[config.mk]
export PLATFORM = sky130hd
export DESIGN_NAME = video_timing_gen
export DESIGN_NICKNAME = d
export VERILOG_FILES = /design/src/rtl/video_timing_pkg.sv /design/src/rtl/vtg_pipe.sv /design/src/rtl/video_timing_gen.sv
export SDC_FILE = /design/constraint.sdc
export NUM_CORES = 1
export LEC_CHECK = 0
export ABC_CLOCK_PERIOD_IN_PS = 3700
export CAP_MARGIN = 10
export CORE_AREA = 2 2 110 112
export DETAILED_ROUTE_END_ITERATION = 10
export DIE_AREA = 0 0 112 114
export PLACE_DENSITY = 0.62
export SLEW_MARGIN = 15
export SYNTH_ARGS = -nofsm -noshare
export SYNTH_HDL_FRONTEND = slang
export SYNTH_SLANG_ARGS = --single-unit
[constraint.sdc]
create_clock -name pix_clk_i -period 3.7 [get_ports pix_clk_i]
set_input_delay 0.37 -clock pix_clk_i [delete_from_list [all_inputs] [get_ports pix_clk_i]]
set_output_delay 0.37 -clock pix_clk_i [all_outputs]
set_load 0.02 [all_outputs]
[src/rtl/video_timing_pkg.sv]
`default_nettype none
// ============================================================================
// Module   : video_timing_pkg
// Purpose  : Shared types, colour constants and timing presets for the
//            video timing generator.
// Revision : 1.0 - initial release
// ============================================================================
package video_timing_pkg;

  typedef enum logic [1:0] {
    PAT_FB    = 2'b00,
    PAT_BARS  = 2'b01,
    PAT_GRID  = 2'b10,
    PAT_BLACK = 2'b11
  } pattern_e;

  typedef enum logic [0:0] {
    ST_IDLE = 1'b0,
    ST_RUN  = 1'b1
  } vtg_state_e;

  // One slot of the sync/de/pattern delay line; syncs are stored as logical
  // "active" flags so a cleared slot always means "inactive".
  typedef struct packed {
    logic        hsync;
    logic        vsync;
    logic        de;
    logic        frame;
    logic        use_fb;
    logic [23:0] rgb;
  } vtg_stage_t;

  typedef struct packed {
    int unsigned h_active;
    int unsigned h_fp;
    int unsigned h_sync;
    int unsigned h_bp;
    int unsigned v_active;
    int unsigned v_fp;
    int unsigned v_sync;
    int unsigned v_bp;
    logic        hsync_pol;
    logic        vsync_pol;
  } vtg_timing_t;

  localparam logic [23:0] C_WHITE   = 24'hFFFFFF;
  localparam logic [23:0] C_YELLOW  = 24'hFFFF00;
  localparam logic [23:0] C_CYAN    = 24'h00FFFF;
  localparam logic [23:0] C_GREEN   = 24'h00FF00;
  localparam logic [23:0] C_MAGENTA = 24'hFF00FF;
  localparam logic [23:0] C_RED     = 24'hFF0000;
  localparam logic [23:0] C_BLUE    = 24'h0000FF;
  localparam logic [23:0] C_BLACK   = 24'h000000;

  localparam vtg_timing_t C_TIMING_640X480_60 = '{
    h_active: 640, h_fp: 16, h_sync: 96, h_bp: 48,
    v_active: 480, v_fp: 10, v_sync: 2,  v_bp: 33,
    hsync_pol: 1'b0, vsync_pol: 1'b0
  };

  localparam vtg_timing_t C_TIMING_1280X720_60 = '{
    h_active: 1280, h_fp: 110, h_sync: 40, h_bp: 220,
    v_active: 720,  v_fp: 5,   v_sync: 5,  v_bp: 20,
    hsync_pol: 1'b1, vsync_pol: 1'b1
  };

  function automatic logic [23:0] bar_colour(input logic [2:0] idx);
    logic [23:0] col;
    col = C_BLACK;
    case (idx)
      3'd0:    col = C_WHITE;
      3'd1:    col = C_YELLOW;
      3'd2:    col = C_CYAN;
      3'd3:    col = C_GREEN;
      3'd4:    col = C_MAGENTA;
      3'd5:    col = C_RED;
      3'd6:    col = C_BLUE;
      default: col = C_BLACK;
    endcase
    return col;
  endfunction

endpackage
`default_nettype wire

[src/rtl/vtg_pipe.sv]
`default_nettype none
// ============================================================================
// Module   : vtg_pipe
// Purpose  : Fixed-depth shift register with synchronous active-low clear.
// Revision : 1.0 - initial release
// ============================================================================
module vtg_pipe #(
  parameter int WIDTH = 8,
  parameter int DEPTH = 2
) (
  input  logic             clk_i,
  input  logic             rst_ni,
  input  logic [WIDTH-1:0] d_i,
  output logic [WIDTH-1:0] q_o
);

  logic [WIDTH-1:0] stage_q [DEPTH];

  // The clear wipes every slot so no stale active pixel survives a reset.
  always_ff @(posedge clk_i) begin
    if (!rst_ni) begin
      for (int i = 0; i < DEPTH; i++) begin
        stage_q[i] <= '0;
      end
    end else begin
      stage_q[0] <= d_i;
      for (int i = 1; i < DEPTH; i++) begin
        stage_q[i] <= stage_q[i-1];
      end
    end
  end

  assign q_o = stage_q[DEPTH-1];

endmodule
`default_nettype wire

[src/rtl/video_timing_gen.sv]
`default_nettype none
// ============================================================================
// Module   : video_timing_gen
// Purpose  : Raster timing generator with framebuffer fetch and test patterns.
// Revision : 1.0 - initial release
// ============================================================================
module video_timing_gen
  import video_timing_pkg::*;
#(
  parameter int   H_ACTIVE   = 640,
  parameter int   H_FP       = 16,
  parameter int   H_SYNC     = 96,
  parameter int   H_BP       = 48,
  parameter int   V_ACTIVE   = 480,
  parameter int   V_FP       = 10,
  parameter int   V_SYNC     = 2,
  parameter int   V_BP       = 33,
  parameter logic HSYNC_POL  = 1'b0,
  parameter logic VSYNC_POL  = 1'b0,
  parameter int   RD_LATENCY = 2,
  localparam int  HT         = H_ACTIVE + H_FP + H_SYNC + H_BP,
  localparam int  VT         = V_ACTIVE + V_FP + V_SYNC + V_BP,
  localparam int  HW         = $clog2(HT),
  localparam int  VW         = $clog2(VT)
) (
  input  logic          pix_clk_i,
  input  logic          rst_n_i,
  input  logic          en_i,
  input  logic [1:0]    pattern_sel_i,
  output logic          fb_req_o,
  output logic [HW-1:0] fb_x_o,
  output logic [VW-1:0] fb_y_o,
  input  logic [23:0]   fb_rdata_i,
  output logic [7:0]    red_o,
  output logic [7:0]    green_o,
  output logic [7:0]    blue_o,
  output logic          hsync_o,
  output logic          vsync_o,
  output logic          vde_o,
  output logic          frame_start_o,
  output logic          busy_o
);

  generate
    if (RD_LATENCY < 1 || RD_LATENCY > 4) begin : g_bad_latency
      $error("video_timing_gen: RD_LATENCY must be within 1..4");
    end
  endgenerate

  localparam logic [HW-1:0] C_H_LAST     = HW'(HT - 1);
  localparam logic [VW-1:0] C_V_LAST     = VW'(VT - 1);
  localparam logic [HW-1:0] C_H_ACTIVE   = HW'(H_ACTIVE);
  localparam logic [VW-1:0] C_V_ACTIVE   = VW'(V_ACTIVE);
  localparam logic [HW-1:0] C_HS_START   = HW'(H_ACTIVE + H_FP);
  localparam logic [HW-1:0] C_HS_END     = HW'(H_ACTIVE + H_FP + H_SYNC);
  localparam logic [VW-1:0] C_VS_START   = VW'(V_ACTIVE + V_FP);
  localparam logic [VW-1:0] C_VS_END     = VW'(V_ACTIVE + V_FP + V_SYNC);
  localparam logic [HW-1:0] C_BAR_W      = HW'(H_ACTIVE / 8);
  localparam logic [HW-1:0] C_BAR_COUNT  = HW'(8);

  vtg_state_e    state_q, state_d;
  logic [HW-1:0] h_q, h_d;
  logic [VW-1:0] v_q, v_d;
  pattern_e      pat_q;

  logic          fb_req_q;
  logic [HW-1:0] fb_x_q;
  logic [VW-1:0] fb_y_q;
  vtg_stage_t    s0_q;

  logic [23:0]   rgb_q;
  logic          hsync_q;
  logic          vsync_q;
  logic          vde_q;
  logic          frame_q;

  logic          w_run;
  logic          w_origin;
  logic          w_active;
  pattern_e      w_sel;
  logic [HW-1:0] w_bar_idx;
  vtg_stage_t    w_s0;
  vtg_stage_t    w_late;
  logic [23:0]   w_pix;

  assign w_run     = (state_q == ST_RUN);
  assign w_origin  = (h_q == '0) && (v_q == '0);
  assign w_active  = (h_q < C_H_ACTIVE) && (v_q < C_V_ACTIVE);
  assign w_bar_idx = h_q / C_BAR_W;
  // The first pixel of a frame already uses the freshly latched selection.
  assign w_sel     = w_origin ? pattern_e'(pattern_sel_i) : pat_q;

  // --------------------------------------------------------------------------
  // Run/idle control and raster counters
  // --------------------------------------------------------------------------
  always_comb begin
    state_d = state_q;
    h_d     = h_q;
    v_d     = v_q;
    case (state_q)
      ST_IDLE: begin
        h_d = '0;
        v_d = '0;
        if (en_i) begin
          state_d = ST_RUN;
        end
      end
      ST_RUN: begin
        if (h_q == C_H_LAST) begin
          h_d = '0;
          if (v_q == C_V_LAST) begin
            v_d = '0;
            if (!en_i) begin
              state_d = ST_IDLE;
            end
          end else begin
            v_d = v_q + VW'(1);
          end
        end else begin
          h_d = h_q + HW'(1);
        end
      end
      default: begin
        state_d = ST_IDLE;
        h_d     = '0;
        v_d     = '0;
      end
    endcase
  end

  always_ff @(posedge pix_clk_i) begin
    if (!rst_n_i) begin
      state_q <= ST_IDLE;
      h_q     <= '0;
      v_q     <= '0;
      pat_q   <= PAT_FB;
    end else begin
      state_q <= state_d;
      h_q     <= h_d;
      v_q     <= v_d;
      if (w_origin) begin
        pat_q <= w_sel;
      end
    end
  end

  // --------------------------------------------------------------------------
  // Stage 0: decode of the current raster position
  // --------------------------------------------------------------------------
  always_comb begin
    w_s0        = '0;
    w_s0.hsync  = (h_q >= C_HS_START) && (h_q < C_HS_END);
    w_s0.vsync  = (v_q >= C_VS_START) && (v_q < C_VS_END);
    w_s0.de     = w_run && w_active;
    w_s0.frame  = w_run && w_origin;
    w_s0.use_fb = 1'b0;
    w_s0.rgb    = C_BLACK;
    case (w_sel)
      PAT_FB: begin
        w_s0.use_fb = 1'b1;
      end
      PAT_BARS: begin
        if (w_bar_idx < C_BAR_COUNT) begin
          w_s0.rgb = bar_colour(w_bar_idx[2:0]);
        end
      end
      PAT_GRID: begin
        if ((h_q[4:0] == 5'd0) || (v_q[4:0] == 5'd0)) begin
          w_s0.rgb = C_WHITE;
        end
      end
      PAT_BLACK: begin
        w_s0.rgb = C_BLACK;
      end
      default: begin
        w_s0.rgb = C_BLACK;
      end
    endcase
  end

  always_ff @(posedge pix_clk_i) begin
    if (!rst_n_i) begin
      fb_req_q <= 1'b0;
      fb_x_q   <= '0;
      fb_y_q   <= '0;
      s0_q     <= '0;
    end else begin
      fb_req_q <= w_run && w_active;
      fb_x_q   <= h_q;
      fb_y_q   <= v_q;
      s0_q     <= w_s0;
    end
  end

  // --------------------------------------------------------------------------
  // Delay line matching the framebuffer read latency
  // --------------------------------------------------------------------------
  vtg_pipe #(
    .WIDTH ($bits(vtg_stage_t)),
    .DEPTH (RD_LATENCY)
  ) u_pipe (
    .clk_i  (pix_clk_i),
    .rst_ni (rst_n_i),
    .d_i    (s0_q),
    .q_o    (w_late)
  );

  // --------------------------------------------------------------------------
  // Output register: fb_rdata is valid in the same cycle the delayed slot is
  // --------------------------------------------------------------------------
  always_comb begin
    w_pix = C_BLACK;
    if (w_late.de) begin
      w_pix = w_late.use_fb ? fb_rdata_i : w_late.rgb;
    end
  end

  always_ff @(posedge pix_clk_i) begin
    if (!rst_n_i) begin
      rgb_q   <= C_BLACK;
      vde_q   <= 1'b0;
      frame_q <= 1'b0;
      hsync_q <= ~HSYNC_POL;
      vsync_q <= ~VSYNC_POL;
    end else begin
      rgb_q   <= w_pix;
      vde_q   <= w_late.de;
      frame_q <= w_late.frame;
      hsync_q <= w_late.hsync ? HSYNC_POL : ~HSYNC_POL;
      vsync_q <= w_late.vsync ? VSYNC_POL : ~VSYNC_POL;
    end
  end

  assign fb_req_o      = fb_req_q;
  assign fb_x_o        = fb_x_q;
  assign fb_y_o        = fb_y_q;
  assign red_o         = rgb_q[23:16];
  assign green_o       = rgb_q[15:8];
  assign blue_o        = rgb_q[7:0];
  assign hsync_o       = hsync_q;
  assign vsync_o       = vsync_q;
  assign vde_o         = vde_q;
  assign frame_start_o = frame_q;
  assign busy_o        = w_run;

endmodule
`default_nettype wire
==> qor.yml <==
status: "complete, no violations"
ios: 79
numCtsBuffers: 9
rrSetupSlack_ns: 1.13
drive_gt1_share_pct: 4.62
yosysSeqAreaShare_pct: 56.3
timing.final.crit_share_pct: 69.6
min_to: "hsync_o$_SDFF_PN1_"
grt_pass1_wl_um: 12400
core-area_um2: 11700
slew-limit-headroom_pct: 45.4
cp_max_fo: 5
hold_start: "u_pipe.stage_q[0][57]$_SDFF_PN0_"
sw_frac_of_total_pct: 20.2
synth.mux.area_fraction_pct: 0.296
initial_core_util_pct: 28.8
hold_depth: 1
synth_compound_area_share_pct: 10.8
hold_buffers: 0
endpoint_kind: "register"
synth_simple_gate_area_share_pct: 24.0
grt.total_usage_pct: 12.2
die_y_um: 114
synth_top_family_by_area: "simple AND/OR/NAND/NOR gates"
area_growth_pct: 36.1
finalMaxSlewViolations: 0
hold_slack_ns: 0.362
timing.rr.end: "s0_q[7]$_SDFF_PN0_"
antenna_found_initial: 0
finalHoldViolCount: 0
cts_tree: "done"
p_comb_share_pct: 4.3
yosysMostFrequentCell: "dfxtp_1"
yosys-top-cells-area: "dfxtp_1 (56%), and2_1 (6.5%), a21oi_1 (5.8%)"
yosysTopAreaCell: "dfxtp_1"
p_seq_share_pct: 49.2
clockBufferDepth: 2
fmax_ghz: 0.389
synthTopCellsByCount: "dfxtp_1 (95), a21oi_1 (39), nand2_1 (39), and2_1 (35), nor2_1 (23)"
r2r_cells: 10
power.net_switching_uw: 428
gp_congestion: 0.823
synth.distinct_cells: 41
grt.overflow.total: 0
cap_violations: 0
drtIter0Drc: 187
setup_ws_ns: 1.13
finalSetupTns_ns: 0
clkPwrFrac_pct: 46.5
routed_wl_um: 7620
leakage_uw: 0.00164
vdd_drop_max_v: 0.000235
cts-resized-gates: 0
via_per_inst: 4.61
rsz0062_at_grt: "no"
ys_seq_elements: 95
first_global_vias: 2617
postRouteAntennaNets: 0
setup_viol_count_final: 0
clock_sinks: 95
crit_type: "reg -> reg"
n_antenna_cell: 0
dieArea_um2: 12800
synth_top_area_share_pct: 56.3
ys.warnings.count: 0
worstMarginPinSlew_ns: 0.818
synth_edf_count: 0
die_w_um: 112
port_buffers: 78
yosys_most_used_dff: "dfxtp_1"
fp-row-count: 40
grt_max_degree: 28
yosys.area_share.xor_xnor_pct: 2.07
cts_root_buf: "clkbuf_16"
power.internal_uw: 1690
avgSynthCellArea_um2: 9.44
power_uw: 2120
dp_worst_setup_slack_ns: 1.19
netlist_area_um2: 3380
synthAdderAreaFrac_pct: 2.89
synthCells: 358
dp.final_hpwl_um: 5260
path_clk_slew_ns: 0.06
drc: 0
wl_per_cell_um: 13.1
clk_latency_ns: 0.34
postCtsSetupBuffers: 0
start_kind: "register"
hp-class: "reg -> reg"
fin_crit_ns: 2.57
vias: 2672
dr.pass1.iters: 4
clock-skew-final_ns: 0.00670
rr_startpoint: "h_q[0]$_SDFF_PP0_"
power_density_nw_per_um2: 461
layout.nets: 465
cts_max_level: 3
num-fill-cells: 1163
final_core_util_pct: 39.3
critPathArrivalTime_ns: 2.81
synth_nets: 394
crit_required_ns: 3.94
async_reset_ff_share_pct: 0
-- power groups by stage --
stage / Sequential [uW] / Combinational, uW / Clock [uW]
floorplan: 1070 / 41.0 / 0
global placement: 1070 / 89.5 / 0
detailed placement: 1070 / 90.7 / 0
CTS: 1040 / 92.0 / 1010
global route: 1040 / 101 / 1050
finish: 1040 / 91.8 / 986
-- per-layer routing --
metal / vias up / GRT usage (%) / wire length, um
met5: - / 0 / 0
met4: 0 / 4.39 / 123
met3: 9 / 5.05 / 540
met2: 83 / 20.2 / 3430
met1: 1231 / 14.2 / 3530
li1: 1349 / - / -
-- stage by stage --
step | instance area [um^2] | std cells
after global routing | 4600 | 580
after global placement | 4280 | 565
final | 4600 | 580
after CTS | 4600 | 580
after floorplan | 3380 | 358
after detailed placement | 4280 | 565
-- flip-flops by register name, summed over array words and instances (netlist names) --
register,flops
busy_o,1
fb_x_o,10
fb_y_o,10
frame_start_o,1
h_q,10
hsync_o,1
pat_q,2
rgb_q,24
s0_q,8
u_pipe.stage_q,16
v_q,10
vde_o,1
vsync_o,1
-- layout make-up --
type	instances	area (um^2)	share of cell area, %
clock buffers	10	239	5.20
clock inverters	5	81.3	1.77
inverters	11	41.3	0.898
multi-input cells	232	1350	29.5
flip-flops and latches	95	1900	41.4
well taps	147	184	4.00
repair buffers	80	796	17.3
-- placed cells by master, fill, tap and decap left out, types with 4 or more instances in the layout --
| cell | count |
|---|---|
| inv_1 | 11 |
| o21ai_0 | 12 |
| dfxtp_1 | 95 |
| clkbuf_16 | 9 |
| xnor2_1 | 5 |
| clkdlybuf4s50_1 | 78 |
| nor3_1 | 5 |
| ha_1 | 7 |
| nand4_1 | 4 |
| or3_1 | 6 |
| nand2b_1 | 5 |
| nand2_1 | 39 |
| nand3_1 | 13 |
| nor2_1 | 23 |
| a21oi_1 | 39 |
| and2_1 | 35 |
| and3_1 | 6 |
-- worst max path at each step --
stage	from	to	slack (ns)	depth (start not counted)
6_report	h_q[0]$_SDFF_PP0_	s0_q[7]$_SDFF_PN0_	1.13	10
2_1_floorplan	h_q[0]$_SDFF_PP0_	s0_q[7]$_SDFF_PN0_	1.57	10
5_1_grt	h_q[1]$_SDFF_PP0_	s0_q[7]$_SDFF_PN0_	0.86	10
3_3_place_gp	h_q[0]$_SDFF_PP0_	s0_q[7]$_SDFF_PN0_	1.36	10
4_1_cts	h_q[0]$_SDFF_PP0_	s0_q[7]$_SDFF_PN0_	1.15	10
3_5_place_dp	h_q[0]$_SDFF_PP0_	s0_q[7]$_SDFF_PN0_	1.19	10
-- logic make-up (layout without fill, tap and decap cells) --
family          count (synthesis)  in the layout
compound gates                 62             62
xor+xnor                        8              8
fa+ha+maj                       8              8
flops                          95             95
mux                             1              1
simple gates                  153            153
buf+inv                        31            106
-- critical path, cell delays in order, from the launching register on --
cell and delay (ns):
dfxtp_1 0.35, inv_1 0.09, ha_1 0.14, nor4b_1 0.44, nand3_1 0.19, o21ai_0 0.30, and2_1 0.22, ha_1 0.17
and3_1 0.16, o211ai_1 0.10, o32ai_1 0.32
(Power assumes the default switching activity.)
